<file path="src/rtl/vga_row_writer_fsm_if.sv">
// Handshake/address bundle between the automaton core, the row writer and the frame memory.
interface vga_row_writer_fsm_if #(
  parameter int COL_W = 5,
  parameter int ROW_W = 8
);
  logic             load;
  logic             clear;
  logic             key_n;
  logic             mem_ready;
  logic [COL_W-1:0] col;
  logic [ROW_W-1:0] row;
  logic             load_mem;
  logic             wr_clear;
  logic             ack;
  logic             frame_done;
  logic             busy;

  modport master (
    output load, clear, key_n, mem_ready,
    input  col, row, load_mem, wr_clear, ack, frame_done, busy
  );

  modport slave (
    input  load, clear, key_n, mem_ready,
    output col, row, load_mem, wr_clear, ack, frame_done, busy
  );
endinterface

</file>
<file path="src/rtl/vga_row_writer_fsm.sv">
// Row-write sequencer: streams one NUM_COLS row per load (ack NUM_COLS+2 cycles after), or zeroes the frame on clear.
// Each mem_ready=0 cycle during a write stretches the operation by one cycle; addresses hold until accepted.
module vga_row_writer_fsm #(
  parameter int NUM_COLS  = 32,
  parameter int NUM_ROWS  = 256,
  parameter int COL_W     = $clog2(NUM_COLS),
  parameter int ROW_W     = $clog2(NUM_ROWS),
  parameter bit AUTO_WRAP = 1'b0
) (
  input logic                 clk_i,
  input logic                 reset_i,
  vga_row_writer_fsm_if.slave bus_if
);

  typedef enum logic [2:0] {
    S_IDLE,
    S_COPY,
    S_CLEAR,
    S_INCR,
    S_WAIT,
    S_ACK
  } state_e;

  localparam logic [COL_W-1:0] LAST_COL = COL_W'(NUM_COLS - 1);
  localparam logic [ROW_W-1:0] LAST_ROW = ROW_W'(NUM_ROWS - 1);

  state_e           state_q, state_d;
  logic [COL_W-1:0] col_q, col_d;
  logic [ROW_W-1:0] row_q, row_d;

  always_ff @(posedge clk_i) begin
    if (reset_i) begin
      state_q <= S_IDLE;
      col_q   <= '0;
      row_q   <= '0;
    end else begin
      state_q <= state_d;
      col_q   <= col_d;
      row_q   <= row_d;
    end
  end

  always_comb begin
    state_d = state_q;
    col_d   = col_q;
    row_d   = row_q;
    unique case (state_q)
      S_IDLE: begin
        // clear outranks load; a pending load is picked up again after the clear's ack
        if (bus_if.clear) begin
          state_d = S_CLEAR;
          col_d   = '0;
          row_d   = '0;
        end else if (bus_if.load) begin
          state_d = S_COPY;
        end
      end
      S_COPY: begin
        if (bus_if.mem_ready) begin
          if (col_q == LAST_COL) begin
            col_d   = '0;
            state_d = S_INCR;
          end else begin
            col_d = col_q + COL_W'(1);
          end
        end
      end
      S_INCR: begin
        if (row_q == LAST_ROW) begin
          row_d   = '0;
          state_d = AUTO_WRAP ? S_ACK : S_WAIT;
        end else begin
          row_d   = row_q + ROW_W'(1);
          state_d = S_ACK;
        end
      end
      S_WAIT: begin
        if (!bus_if.key_n) begin
          state_d = S_ACK;
        end
      end
      S_CLEAR: begin
        if (bus_if.mem_ready) begin
          if (col_q == LAST_COL) begin
            col_d = '0;
            if (row_q == LAST_ROW) begin
              row_d   = '0;
              state_d = S_ACK;
            end else begin
              row_d = row_q + ROW_W'(1);
            end
          end else begin
            col_d = col_q + COL_W'(1);
          end
        end
      end
      S_ACK: begin
        state_d = S_IDLE;
      end
      default: begin
        state_d = S_IDLE;
      end
    endcase
  end

  assign bus_if.col        = col_q;
  assign bus_if.row        = row_q;
  assign bus_if.load_mem   = (state_q == S_COPY) || (state_q == S_CLEAR);
  assign bus_if.wr_clear   = (state_q == S_CLEAR);
  assign bus_if.ack        = (state_q == S_ACK);
  assign bus_if.frame_done = (state_q == S_INCR) && (row_q == LAST_ROW);
  assign bus_if.busy       = (state_q != S_IDLE);

endmodule

</file>
<file path="src/flat_wrapper.sv">
// flat-port wrapper written by rule: the top's interface ports become plain ports
module vga_row_writer_fsm_flat 
#(
  parameter int NUM_COLS  = 32,
  parameter int NUM_ROWS  = 256,
  parameter int COL_W     = $clog2(NUM_COLS),
  parameter int ROW_W     = $clog2(NUM_ROWS),
  parameter bit AUTO_WRAP = 1'b0
)
  (clk_i, reset_i, bus_if_load, bus_if_clear, bus_if_key_n, bus_if_mem_ready, bus_if_col, bus_if_row, bus_if_load_mem, bus_if_wr_clear, bus_if_ack, bus_if_frame_done, bus_if_busy);
  vga_row_writer_fsm_if #(.COL_W(COL_W), .ROW_W(ROW_W)) bus_if_i ();
  input logic clk_i;
  input logic reset_i;
  input wire logic [$bits(bus_if_i.load)-1:0] bus_if_load;
  input wire logic [$bits(bus_if_i.clear)-1:0] bus_if_clear;
  input wire logic [$bits(bus_if_i.key_n)-1:0] bus_if_key_n;
  input wire logic [$bits(bus_if_i.mem_ready)-1:0] bus_if_mem_ready;
  output wire logic [$bits(bus_if_i.col)-1:0] bus_if_col;
  output wire logic [$bits(bus_if_i.row)-1:0] bus_if_row;
  output wire logic [$bits(bus_if_i.load_mem)-1:0] bus_if_load_mem;
  output wire logic [$bits(bus_if_i.wr_clear)-1:0] bus_if_wr_clear;
  output wire logic [$bits(bus_if_i.ack)-1:0] bus_if_ack;
  output wire logic [$bits(bus_if_i.frame_done)-1:0] bus_if_frame_done;
  output wire logic [$bits(bus_if_i.busy)-1:0] bus_if_busy;
  assign bus_if_i.load = bus_if_load;
  assign bus_if_i.clear = bus_if_clear;
  assign bus_if_i.key_n = bus_if_key_n;
  assign bus_if_i.mem_ready = bus_if_mem_ready;
  assign bus_if_col = bus_if_i.col;
  assign bus_if_row = bus_if_i.row;
  assign bus_if_load_mem = bus_if_i.load_mem;
  assign bus_if_wr_clear = bus_if_i.wr_clear;
  assign bus_if_ack = bus_if_i.ack;
  assign bus_if_frame_done = bus_if_i.frame_done;
  assign bus_if_busy = bus_if_i.busy;
  vga_row_writer_fsm #(.NUM_COLS(NUM_COLS), .NUM_ROWS(NUM_ROWS), .COL_W(COL_W), .ROW_W(ROW_W), .AUTO_WRAP(AUTO_WRAP)) u_core (.clk_i(clk_i), .reset_i(reset_i), .bus_if(bus_if_i));
endmodule
</file>
<file path="config.mk">
export PLATFORM = sky130hd
export DESIGN_NAME = vga_row_writer_fsm_flat
export DESIGN_NICKNAME = d
export VERILOG_FILES = /design/src/rtl/vga_row_writer_fsm_if.sv /design/src/rtl/vga_row_writer_fsm.sv /design/src/flat_wrapper.sv
export SDC_FILE = /design/constraint.sdc
export NUM_CORES = 1
export LEC_CHECK = 0
export CAP_MARGIN = 5
export CORE_MARGIN = 4
export CORE_UTILIZATION = 38
export DETAILED_ROUTE_END_ITERATION = 7
export GPL_ROUTABILITY_DRIVEN = 0
export SLEW_MARGIN = 20
export SYNTH_ARGS = -nofsm -noshare
export SYNTH_HDL_FRONTEND = slang
export SYNTH_SLANG_ARGS = --single-unit
</file>
<file path="constraint.sdc">
create_clock -name clk_i -period 3.5 [get_ports clk_i]
set_input_delay 0.35 -clock clk_i [delete_from_list [all_inputs] [get_ports clk_i]]
set_output_delay 0.35 -clock clk_i [all_outputs]
set_load 0.02 [all_outputs]
</file>
==> metrics.md <==
| Metric | Value |
|---|---|
| # setup viols final | `0` |
| CTS resizes | `0` |
| Crit end category | `output pin` |
| # IOs | `24` |
| Top post-synthesis cells by area | `dfxtp_1, a21oi_1, ha_1` |
| Grt ovf | `0` |
| WP data required | `3.15 ns` |
| Pwr Total | `0.858 mW` |
| Crit path cell chain | `or2b_1 > nor4_1 > clkdlybuf4s50_1` |
| Die Y-Extent | `58.1 um` |
| Root buffer cell | `clkbuf_4` |
| Peak Freq | `0.396 GHz` |
| N_diodes | `0` |
| Antenna violations before repair | `0` |
| Synth Warn # | `0` |
| Syn avg cell area | `8.23 um^2` |
| Clock-pin slew on the worst setup and hold paths | `0.10 ns` |
| Cell family with most CP delay | `buffers and inverters` |
| Share of cells above drive strength 1 | `5.80%` |
| Main combinational cell family by area after synthesis | `simple AND/OR/NAND/NOR gates` |
| H-tree depth | `1` |
| Vias in the first global route | `797` |
| Final Hold Vio Count | `0` |
| Critical path type | `reg -> out` |
| Mapped Cells | `116` |
| Initial Util | `41.6%` |
| Outcome | `finished clean` |
| CTS Sinks | `16` |
| Crit share post-route | `72.2%` |
| HP Start | `u_core.bus_if.col[4]` |
| Non-filler cells in the finished layout | `166` |
| Worst EP arrival | `2.18 ns` |
| Inserted Clock Buffers | `3` |
| Adder-cell area share of the yosys netlist | `3.93%` |
| Synthesized net count | `125` |
| Hold buffer count at CTS | `0` |
| R2R depth | `8` |
| Setup TNS | `0 ns` |
| Synth Cell Area | `955 um^2` |
| Worst path bufs/invs | `1` |
| Slew HR | `58.2%` |
| Post-DP HPWL | `1680 um` |
| Worst R2R Start | `u_core.bus_if.col[0]` |
| Vias per cell | `5.58` |
| Critical Path Fanout Max | `9` |
| Postcts setup bufs | `0` |
| RSZ-0062 raised after global routing | `no` |
| Yosys top cell area share | `33.6%` |
| Largest net degree at the start of global routing | `16` |
| CP peak stage delay | `0.68 ns` |
| Final worst clock skew | `0.00382 ns` |
| DR pass1 iterations | `4` |
| Worst skew pair latency | `0.29 ns` |
| Hold slack final | `0.483 ns` |
| Synthesized-area fraction occupied by and/or/nand/nor cells | `28.6%` |
| P&R area growth vs syn | `27.5%` |
| Core Footprint | `0.00230 mm^2` |
| Crit path time final | `2.53 ns` |
| Critical path launch point type | `register` |
| HP Class | `reg -> reg` |
| Die Wd | `58.1 um` |
| Leak Pwr | `0.418 nW` |
| Actual slew at the worst max-slew pin | `0.624 ns` |
| Vias after detailed routing | `927` |
| Compound-Gate Fraction of Synth Area | `23.6%` |
| Antenna viol nets, final | `0` |
| 1st-iter DRT viols | `16` |
| Power Dens Cells | `705 mW/mm^2` |
| # rows | `17` |
| Port buffer count | `23` |
| Max Slew Vio Count | `0` |
| Maximum vdd drop | `0.000386 V` |
| Die area | `0.00338 mm^2` |
| Clock Tree Buf Depth | `2` |
| # nets final | `148` |
| Levels on crit path | `3` |
| CP startpoint | `u_core.state_q[1]` |
| Register area share after synthesis | `33.6%` |
| Max-cap viol count | `0` |
| Final WL | `2260 um` |
| Slowest CP cell | `clkdlybuf4s50_1` |
| Layout fillers | `232` |
| Wire per inst | `13.6 um` |
| Yosys cell types | `37` |
| Largest area contributor in the netlist | `dfxtp_1` |
| CTS tree | `yes` |
| XOR/XNOR share of the synthesized area | `1.83%` |
| Total Routing Usage GR | `13.9%` |
| Detailed-route DRC error count | `0` |
| Mux cell area share after synthesis | `2.10%` |
| Synthesized flop and latch total | `16` |
| Wire length of the first global-routing pass | `3660 um` |
| Hold Path Depth | `2` |
| Cells after DPL | `162` |
[where the power goes]
group          total (mW)  internal [mW]  switching (mW)
Sequential          0.273          0.207          0.0656
Clock               0.127         0.0634          0.0639
Combinational       0.458          0.199           0.259
[final timing paths]
check / end / slack [ns]
worst max-delay path: bus_if_frame_done / 0.97
worst min-delay path: u_core.bus_if.col[4] / 0.48
worst min register to register: u_core.bus_if.col[4] / 0.48
worst max register to register: u_core.bus_if.row[5] / 1.41
[Yosys cell counts]
master,instances
o211ai_1,1
or4_1,3
ha_1,3
nand4_1,1
nand2_1,10
nand3_1,6
or2b_1,1
and4_1,1
and2b_2,1
buf_4,1
mux2i_1,2
a21o_2,1
nor3_1,5
a21boi_0,1
nand2b_1,2
o21ai_0,4
nor4b_4,1
dfxtp_1,16
a21oi_2,1
a31oi_1,1
buf_2,1
a21o_1,3
nor2_1,6
nor4b_1,1
o32ai_1,2
a21boi_1,2
a21oi_1,13
a221oi_1,1
buf_6,2
nand3b_1,2
inv_1,6
nor4_1,2
xnor2_1,1
or3_1,5
xor2_1,1
clkbuf_1,1
o31ai_1,5
[worst register-to-register path, cell delays in order (launching register included)]
cell and delay, ns:
dfxtp_1 0.41, ha_1 0.17, inv_1 0.05, nor3_1 0.19, ha_1 0.26, a21o_1 0.16
a21oi_2 0.15, or4_1 0.49, a21oi_1 0.15
[metal layers]
metal  vias to the layer above  global-route usage (%)  wire length [um]  share of wire [%]
met4                         0                    3.97                27                1.2
met5                         -                       0                 0                  0
li1                        480                       -                 -                  -
met1                       422                    21.0              1240                 55
met2                        20                    18.7               893                 40
met3                         5                    4.23                93                4.1
[logic make-up after synthesis]
logic type,after synthesis
buffers and inverters,11
adders and majority gates,3
xor gates and xnor gates,2
muxes,2
AOI/OAI and AO/OA,35
and+or+nand+nor,47
DFF,16
[flip-flops by register name, indices dropped and copies added (netlist names)]
name               cells
u_core.bus_if.col      5
u_core.state_q         3
u_core.bus_if.row      8
[per-stage QoR]
stage,setup slack (ns),cell area [um^2],utilization [%]
floorplan,1.57,955,-
global placement,1.37,1180,51.4
detailed placement,1.31,1180,51.4
CTS,0.963,1220,53.0
global route,0.853,1220,53.0
finish,0.974,1220,53.0
[cells in the final DEF, fill, tap and decap left out, types with 2 or more instances in the layout]
cell type / n
nand3b_1: 2
nand2_1: 10
nor4_1: 2
or4_1: 3
a21boi_1: 2
o21ai_0: 4
a21o_1: 3
nor3_1: 5
nand2b_1: 2
a21oi_1: 13
or3_1: 5
o31ai_1: 5
nand3_1: 6
o32ai_1: 2
dfxtp_1: 16
nor2_1: 6
clkbuf_4: 3
inv_1: 6
mux2i_1: 2
ha_1: 3
clkdlybuf4s50_1: 23
[layout make-up]
class | instances | area [um^2] | share of cell area, %
clock buffers | 4 | 36.3 | 2.98
inverters | 6 | 22.5 | 1.85
multi-input cells | 89 | 573 | 47.1
flip-flops and latches | 16 | 320 | 26.3
well taps | 28 | 35.0 | 2.88
repair buffers | 23 | 230 | 18.9
Power figures use the tool's default switching activity.
